**src/rtl/fixed_square_if.sv**
```systemverilog
// Request/result bundle for the iterative fixed-point squarer.
// The master side issues start/x_in and watches busy; the slave side
// (the squarer) owns the registered result outputs.
interface fixed_square_if #(
    parameter int WIDTH = 16
);
    logic             start;
    logic [WIDTH-1:0] x_in;
    logic             busy;
    logic             valid_out;
    logic [WIDTH-1:0] x_out;
    logic             ovf;

    modport master (
        output start,
        output x_in,
        input  busy,
        input  valid_out,
        input  x_out,
        input  ovf
    );

    modport slave (
        input  start,
        input  x_in,
        output busy,
        output valid_out,
        output x_out,
        output ovf
    );
endinterface

```
**src/rtl/fixed_square.sv**
```systemverilog
// Iterative fixed-point squarer: x_out = round(x_in^2) in the same Q format.
// One shift-and-add step per cycle on |x_in|, then a round-half-up step
// with saturation to the largest positive value. Result is always >= 0.
// Defaults match the math library's WIDTH/Q_BITS settings (Q_BITS >= 1).
module fixed_square #(
    parameter int WIDTH  = 16,
    parameter int Q_BITS = 8
) (
    input  logic         clk,
    input  logic         rst,
    fixed_square_if.slave bus
);

    // Full-precision product width, plus one guard bit so the rounding
    // bias can never carry out of the sum.
    localparam int ACC_W = 2 * WIDTH;
    localparam int SUM_W = ACC_W + 1;
    localparam int R_W   = SUM_W - Q_BITS;
    localparam int CNT_W = $clog2(WIDTH) + 1;

    localparam logic [CNT_W-1:0] LAST_ITER  = CNT_W'(WIDTH - 1);
    localparam logic [SUM_W-1:0] ROUND_BIAS = SUM_W'(1) << (Q_BITS - 1);
    localparam logic [WIDTH-1:0] MAX_POS    = {1'b0, {(WIDTH-1){1'b1}}};

    typedef enum logic [1:0] {
        IDLE,
        MUL,
        ROUND
    } state_t;

    state_t           state;
    logic [ACC_W-1:0] multiplicand;
    logic [ACC_W-1:0] acc;
    logic [WIDTH-1:0] multiplier;
    logic [CNT_W-1:0] bit_cnt;

    logic [WIDTH-1:0] x_mag;
    logic [R_W-1:0]   round_q;
    logic             sat;

    // Magnitude of the operand. The most negative input negates to itself,
    // which read as unsigned is exactly 2^(WIDTH-1), so no wrap occurs.
    always_comb begin
        x_mag = bus.x_in;
        if (bus.x_in[WIDTH-1]) begin
            x_mag = ~bus.x_in + WIDTH'(1);
        end
    end

    // Round half up on the full product and drop the extra fraction bits;
    // anything at or above 2^(WIDTH-1) no longer fits a positive result.
    assign round_q = R_W'(({1'b0, acc} + ROUND_BIAS) >> Q_BITS);
    assign sat     = |round_q[R_W-1:WIDTH-1];

    // Control FSM and datapath; every output is a register.
    always_ff @(posedge clk) begin
        if (rst) begin
            state         <= IDLE;
            multiplicand  <= '0;
            multiplier    <= '0;
            acc           <= '0;
            bit_cnt       <= '0;
            bus.busy      <= 1'b0;
            bus.valid_out <= 1'b0;
            bus.x_out     <= '0;
            bus.ovf       <= 1'b0;
        end else begin
            bus.valid_out <= 1'b0;
            case (state)
                IDLE: begin
                    if (bus.start) begin
                        multiplicand <= ACC_W'(x_mag);
                        multiplier   <= x_mag;
                        acc          <= '0;
                        bit_cnt      <= '0;
                        bus.busy     <= 1'b1;
                        state        <= MUL;
                    end
                end
                MUL: begin
                    if (multiplier[0]) begin
                        acc <= acc + multiplicand;
                    end
                    multiplicand <= multiplicand << 1;
                    multiplier   <= multiplier >> 1;
                    bit_cnt      <= bit_cnt + 1'b1;
                    if (bit_cnt == LAST_ITER) begin
                        state <= ROUND;
                    end
                end
                ROUND: begin
                    if (sat) begin
                        bus.x_out <= MAX_POS;
                        bus.ovf   <= 1'b1;
                    end else begin
                        bus.x_out <= {1'b0, round_q[WIDTH-2:0]};
                        bus.ovf   <= 1'b0;
                    end
                    bus.valid_out <= 1'b1;
                    bus.busy      <= 1'b0;
                    state         <= IDLE;
                end
                default: begin
                    bus.busy <= 1'b0;
                    state    <= IDLE;
                end
            endcase
        end
    end

endmodule

```
**src/flat_wrapper.sv**
```systemverilog
// flat-port wrapper written by rule: the top's interface ports become plain ports
module fixed_square_flat 
#(
    parameter int WIDTH  = 16,
    parameter int Q_BITS = 8
)
  (clk, rst, bus_start, bus_x_in, bus_busy, bus_valid_out, bus_x_out, bus_ovf);
  fixed_square_if #(.WIDTH(WIDTH)) bus_i ();
  input  logic clk;
  input  logic rst;
  input wire logic [$bits(bus_i.start)-1:0] bus_start;
  input wire logic [$bits(bus_i.x_in)-1:0] bus_x_in;
  output wire logic [$bits(bus_i.busy)-1:0] bus_busy;
  output wire logic [$bits(bus_i.valid_out)-1:0] bus_valid_out;
  output wire logic [$bits(bus_i.x_out)-1:0] bus_x_out;
  output wire logic [$bits(bus_i.ovf)-1:0] bus_ovf;
  assign bus_i.start = bus_start;
  assign bus_i.x_in = bus_x_in;
  assign bus_busy = bus_i.busy;
  assign bus_valid_out = bus_i.valid_out;
  assign bus_x_out = bus_i.x_out;
  assign bus_ovf = bus_i.ovf;
  fixed_square #(.WIDTH(WIDTH), .Q_BITS(Q_BITS)) u_core (.clk(clk), .rst(rst), .bus(bus_i));
endmodule
```
**config.mk**
```make
export PLATFORM = sky130hd
export DESIGN_NAME = fixed_square_flat
export DESIGN_NICKNAME = d
export VERILOG_FILES = /design/src/rtl/fixed_square_if.sv /design/src/rtl/fixed_square.sv /design/src/flat_wrapper.sv
export SDC_FILE = /design/constraint.sdc
export NUM_CORES = 1
export LEC_CHECK = 0
export ABC_AREA = 0
export CAP_MARGIN = 0
export CELL_PAD_IN_SITES_DETAIL_PLACEMENT = 0
export CELL_PAD_IN_SITES_GLOBAL_PLACEMENT = 1
export CORE_ASPECT_RATIO = 0.6
export CORE_MARGIN = 2
export CORE_UTILIZATION = 40
export CTS_CLUSTER_DIAMETER = 50
export DETAILED_ROUTE_END_ITERATION = 10
export GPL_TIMING_DRIVEN = 0
export PLACE_DENSITY_LB_ADDON = 0.15
export SLEW_MARGIN = 20
export SYNTH_ARGS = -nofsm -noshare
export SYNTH_HDL_FRONTEND = slang
export SYNTH_SLANG_ARGS = --single-unit
```
**constraint.sdc**
```tcl
create_clock -name clk -period 3.6 [get_ports clk]
set_input_delay 0.54 -clock clk [delete_from_list [all_inputs] [get_ports clk]]
set_output_delay 0.54 -clock clk [all_outputs]
set_load 0.03 [all_outputs]
```
==> results.ini, run 1 <==
[global_routing]
overflow=0
grt_usage_pct=23.4
grt_first_pass_wirelength_um=29100
grt_max_degree=19
antenna_found_initial=0
grt_pass1_vias=5158

[synth]
synth_top_area_cell=dfxtp_1
synth_top_family_by_area=compound AO/OA/AOI/OAI gates
synth_top_area_share_pct=34.5
synthCells=762
synth.cell_area_sq_um=6090
synth_area_leaders=dfxtp_1, ha_1, a22oi_1
synth_edf_count=0
synth_compound_area_share_pct=26.5
synth_xor_area_share_pct=7.19
yosys_most_used_dff=dfxtp_1
synthMuxAreaShare_pct=0.493
synthDistinctLibCells=56
avgSynthCellArea_sq_um=7.99
yosys_register_bits=105
synthSimpleGateAreaFrac_pct=19.9
synthArstFlopShare_pct=0
synth_fp_nets=817
yosys_warnings=0
synth_adder_area_share_pct=7.52
ys_seq_area_share_pct=34.5

[critical_path]
crit_family=compound AO/OA/AOI/OAI gates
cp_slowest_cell=o21ai_0
cp_cell_sequence=ha_1 -> inv_1 -> fa_1 -> nor2b_1 -> o31ai_1 -> o211ai_1 -> a211oi_1 -> o21ai_0 -> nand3_1 -> and3_1 -> o31ai_1
crit_arrival_ns=3.54
crit_fanout=4
startpoint_type=flip-flop
cp.required_ns=3.88
crit_buf_inv=1
cp_slowest_stage_delay_ns=0.53
endpoint_kind=flip-flop
critical_path_class=flip-flop to flip-flop
crit_path_frequent_cell=o31ai_1

[clock_tree]
clock-sinks=105
ctsRootBufferMaster=clkbuf_16
cts_buffers=9
clk_pin_slew_ns=0.08
cts.repair.resized=0
hold_buffers=0
cts_tree=done
worstSkewPairLatency_ns=0.36
cts_setup_buffers=0
clk_path_buf_depth=2
htreeDepth=3

[hold_path]
hold_class=flip-flop to flip-flop

[power]
swShare_pct=26.8
combPwrFrac_pct=10.0
p_total_mw=2.42
p_int_mw=1.77
p_sw_mw=0.650
leakage_nw=2.54
power_frac_clock_pct=39.9
p_per_area_nw_per_um2=347
power_frac_seq_pct=50.1
ir_drop_mv=0.212

[cells_and_area]
utilization_pct=47.6
drive_gt1_share_pct=3.08
final_cell_area_sq_um=6980
area_growth_pct=14.6
final_common_cell=dfxtp_1
finalNonFillerCells=1011
antenna_cells=0
nFillCells=1456
fin_nets=863
final_cell_mix=dfxtp_1, nor2_1, nand2_1, a21oi_1, a22oi_1

[placement]
port_buffers=35
gp_congestion=0.839
dpl-instance-area_sq_um=6690
pre_cts_ws_ns=0.312
detailed_place_hpwl_um=14500
placedCellCount=995

[floorplanning]
start_util_pct=41.5
die_area_sq_um=16300
core_area_sq_um=14700
top_level_ports=38
die_h_um=99.6
rows=34
fp.dieW_um=163

[sta]
final.setup.tns_ns=0
finalSetupViolCount=0
final-max-slew-violation-count=0
hold_ws_ns=0.473
timing_worst_slew_pin_value_ns=0.690
rsz0062_at_grt=false
finalCritPeriodShare_pct=90.7
finalHoldViolations=0
finalWorstSetupSlack_ns=0.334
period_minus_slack_ns=3.27
finClkSkew_ns=0.0105
clock.fmax_ghz=0.306
slew_headroom_pct=53.9

[drt]
ant_nets=0
dr.pass1.iters=5
wl_per_cell_um=18.1
num_vias=5779
drt_wl_total_um=18300
avgViaCountPerCell=5.72
drc=0
drt_iter0_drc=647

[run_status]
run_status=complete, no violations

[flow_run]
max_cap_violations=0

## area by class of cell
type                    count  area [sq um]  area share [%]
multi-input cells         597          3760            53.8
flip-flops and latches    105          2100            30.1
repair buffers             35           350            5.02
well taps                 198           248            3.55
clock buffers              10           239            3.42
plain buffers              40           158            2.26
inverters                  20          75.1            1.08
clock inverters             6          50.0           0.717
## cell families after synthesis
| logic type | after synthesis |
|---|---|
| compound gates | 248 |
| fa+ha+maj | 36 |
| other cells | 1 |
| mux | 3 |
| xor+xnor | 50 |
| simple gates | 259 |
| buf+inv | 60 |
| flops | 105 |
## per-layer routing
layer | global-route usage (%) | wire length (um) | vias up | part of all wire (%)
met3 | 5.75 | 1530 | 9 | 8.3
li1 | - | - | 2859 | -
met2 | 29.7 | 6600 | 177 | 36
met1 | 38.4 | 10100 | 2734 | 55
met5 | 0 | 0 | - | 0
met4 | 4.08 | 108 | 0 | 0.59
## path summary, 6_finish.rpt
path,start,to,slack (ns),depth (start not counted)
hold reg to reg,u_core.multiplier[15],u_core.multiplier[15],0.47,2
setup reg to reg,u_core.multiplicand[0],u_core.acc[26],0.33,11
hold / removal,u_core.multiplier[15],u_core.multiplier[15],0.47,2
setup / recovery,u_core.multiplicand[0],u_core.acc[26],0.33,11
## worst min-delay path, delay by kind of cell (launching register included)
| family | cells | cell delay [ns] |
|---|---|---|
| AO/OA/AOI/OAI | 1 | 0.06 |
| AND/OR/NAND/NOR | 1 | 0.06 |
| flip-flops | 1 | 0.32 |
## power groups by stage
stage                     Combinational [mW]  Clock (mW)  Sequential [mW]
after floorplan                        0.150           0             1.23
after global placement                 0.234           0             1.24
after detailed placement               0.237           0             1.24
after CTS                              0.239       0.991             1.21
after global routing                   0.268        1.04             1.22
final                                  0.242       0.967             1.21
## synth_stat cells (3+ instances only)
library cell and n:
a211o_1 4, a211oi_1 20, a21o_1 10, a21oi_1 71
a22oi_1 55, a31oi_1 4, and2_1 5, and3_1 7
clkbuf_1 36, dfxtp_1 105, ha_1 35, inv_1 20
mux2i_1 3, nand2_1 72, nand2b_1 8, nand3_1 20
nand3b_1 3, nand4_1 8, nor2_1 84, nor2b_1 11
nor3_1 17, nor3b_1 5, o211a_1 3, o211ai_1 3
o21a_1 5, o21ai_0 42, o21bai_1 4, o31ai_1 7
o41ai_1 4, or2_2 3, or3_1 5, xnor2_1 34
xor2_1 16
## flip-flops by register name, summed over array words and instances, names as in the netlist
| register | flops |
|---|---|
| u_core.multiplier | 16 |
| u_core.bus.valid_out | 1 |
| u_core.bus.ovf | 1 |
| u_core.bus.x_out | 15 |
| u_core.bus.busy | 1 |
| u_core.bit_cnt | 5 |
| u_core.multiplicand | 32 |
| u_core.acc | 32 |
| u_core.state | 2 |
No activity file was read; power rests on OpenSTA's default activity.
==> inputs of run 2 (changes only) <==
--- a/config.mk
+++ b/config.mk
@@ -6,7 +6,6 @@
 export NUM_CORES = 1
 export LEC_CHECK = 0
 export ABC_AREA = 0
-export CAP_MARGIN = 0
 export CELL_PAD_IN_SITES_DETAIL_PLACEMENT = 0
 export CELL_PAD_IN_SITES_GLOBAL_PLACEMENT = 1
 export CORE_ASPECT_RATIO = 0.6
==> results of run 2 <==
Final layout, timing and power as in run 1 (identical DEF).
==> inputs of run 3 (changes only) <==
--- a/config.mk
+++ b/config.mk
@@ -5,7 +5,6 @@
 export SDC_FILE = /design/constraint.sdc
 export NUM_CORES = 1
 export LEC_CHECK = 0
-export ABC_AREA = 0
 export CELL_PAD_IN_SITES_DETAIL_PLACEMENT = 0
 export CELL_PAD_IN_SITES_GLOBAL_PLACEMENT = 1
 export CORE_ASPECT_RATIO = 0.6
@@ -15,6 +14,7 @@
 export DETAILED_ROUTE_END_ITERATION = 10
 export GPL_TIMING_DRIVEN = 0
 export PLACE_DENSITY_LB_ADDON = 0.15
+export SKIP_LAST_GASP = 1
 export SLEW_MARGIN = 20
 export SYNTH_ARGS = -nofsm -noshare
 export SYNTH_HDL_FRONTEND = slang
==> results of run 3 <==
Final layout, timing and power as in run 1 (identical DEF).
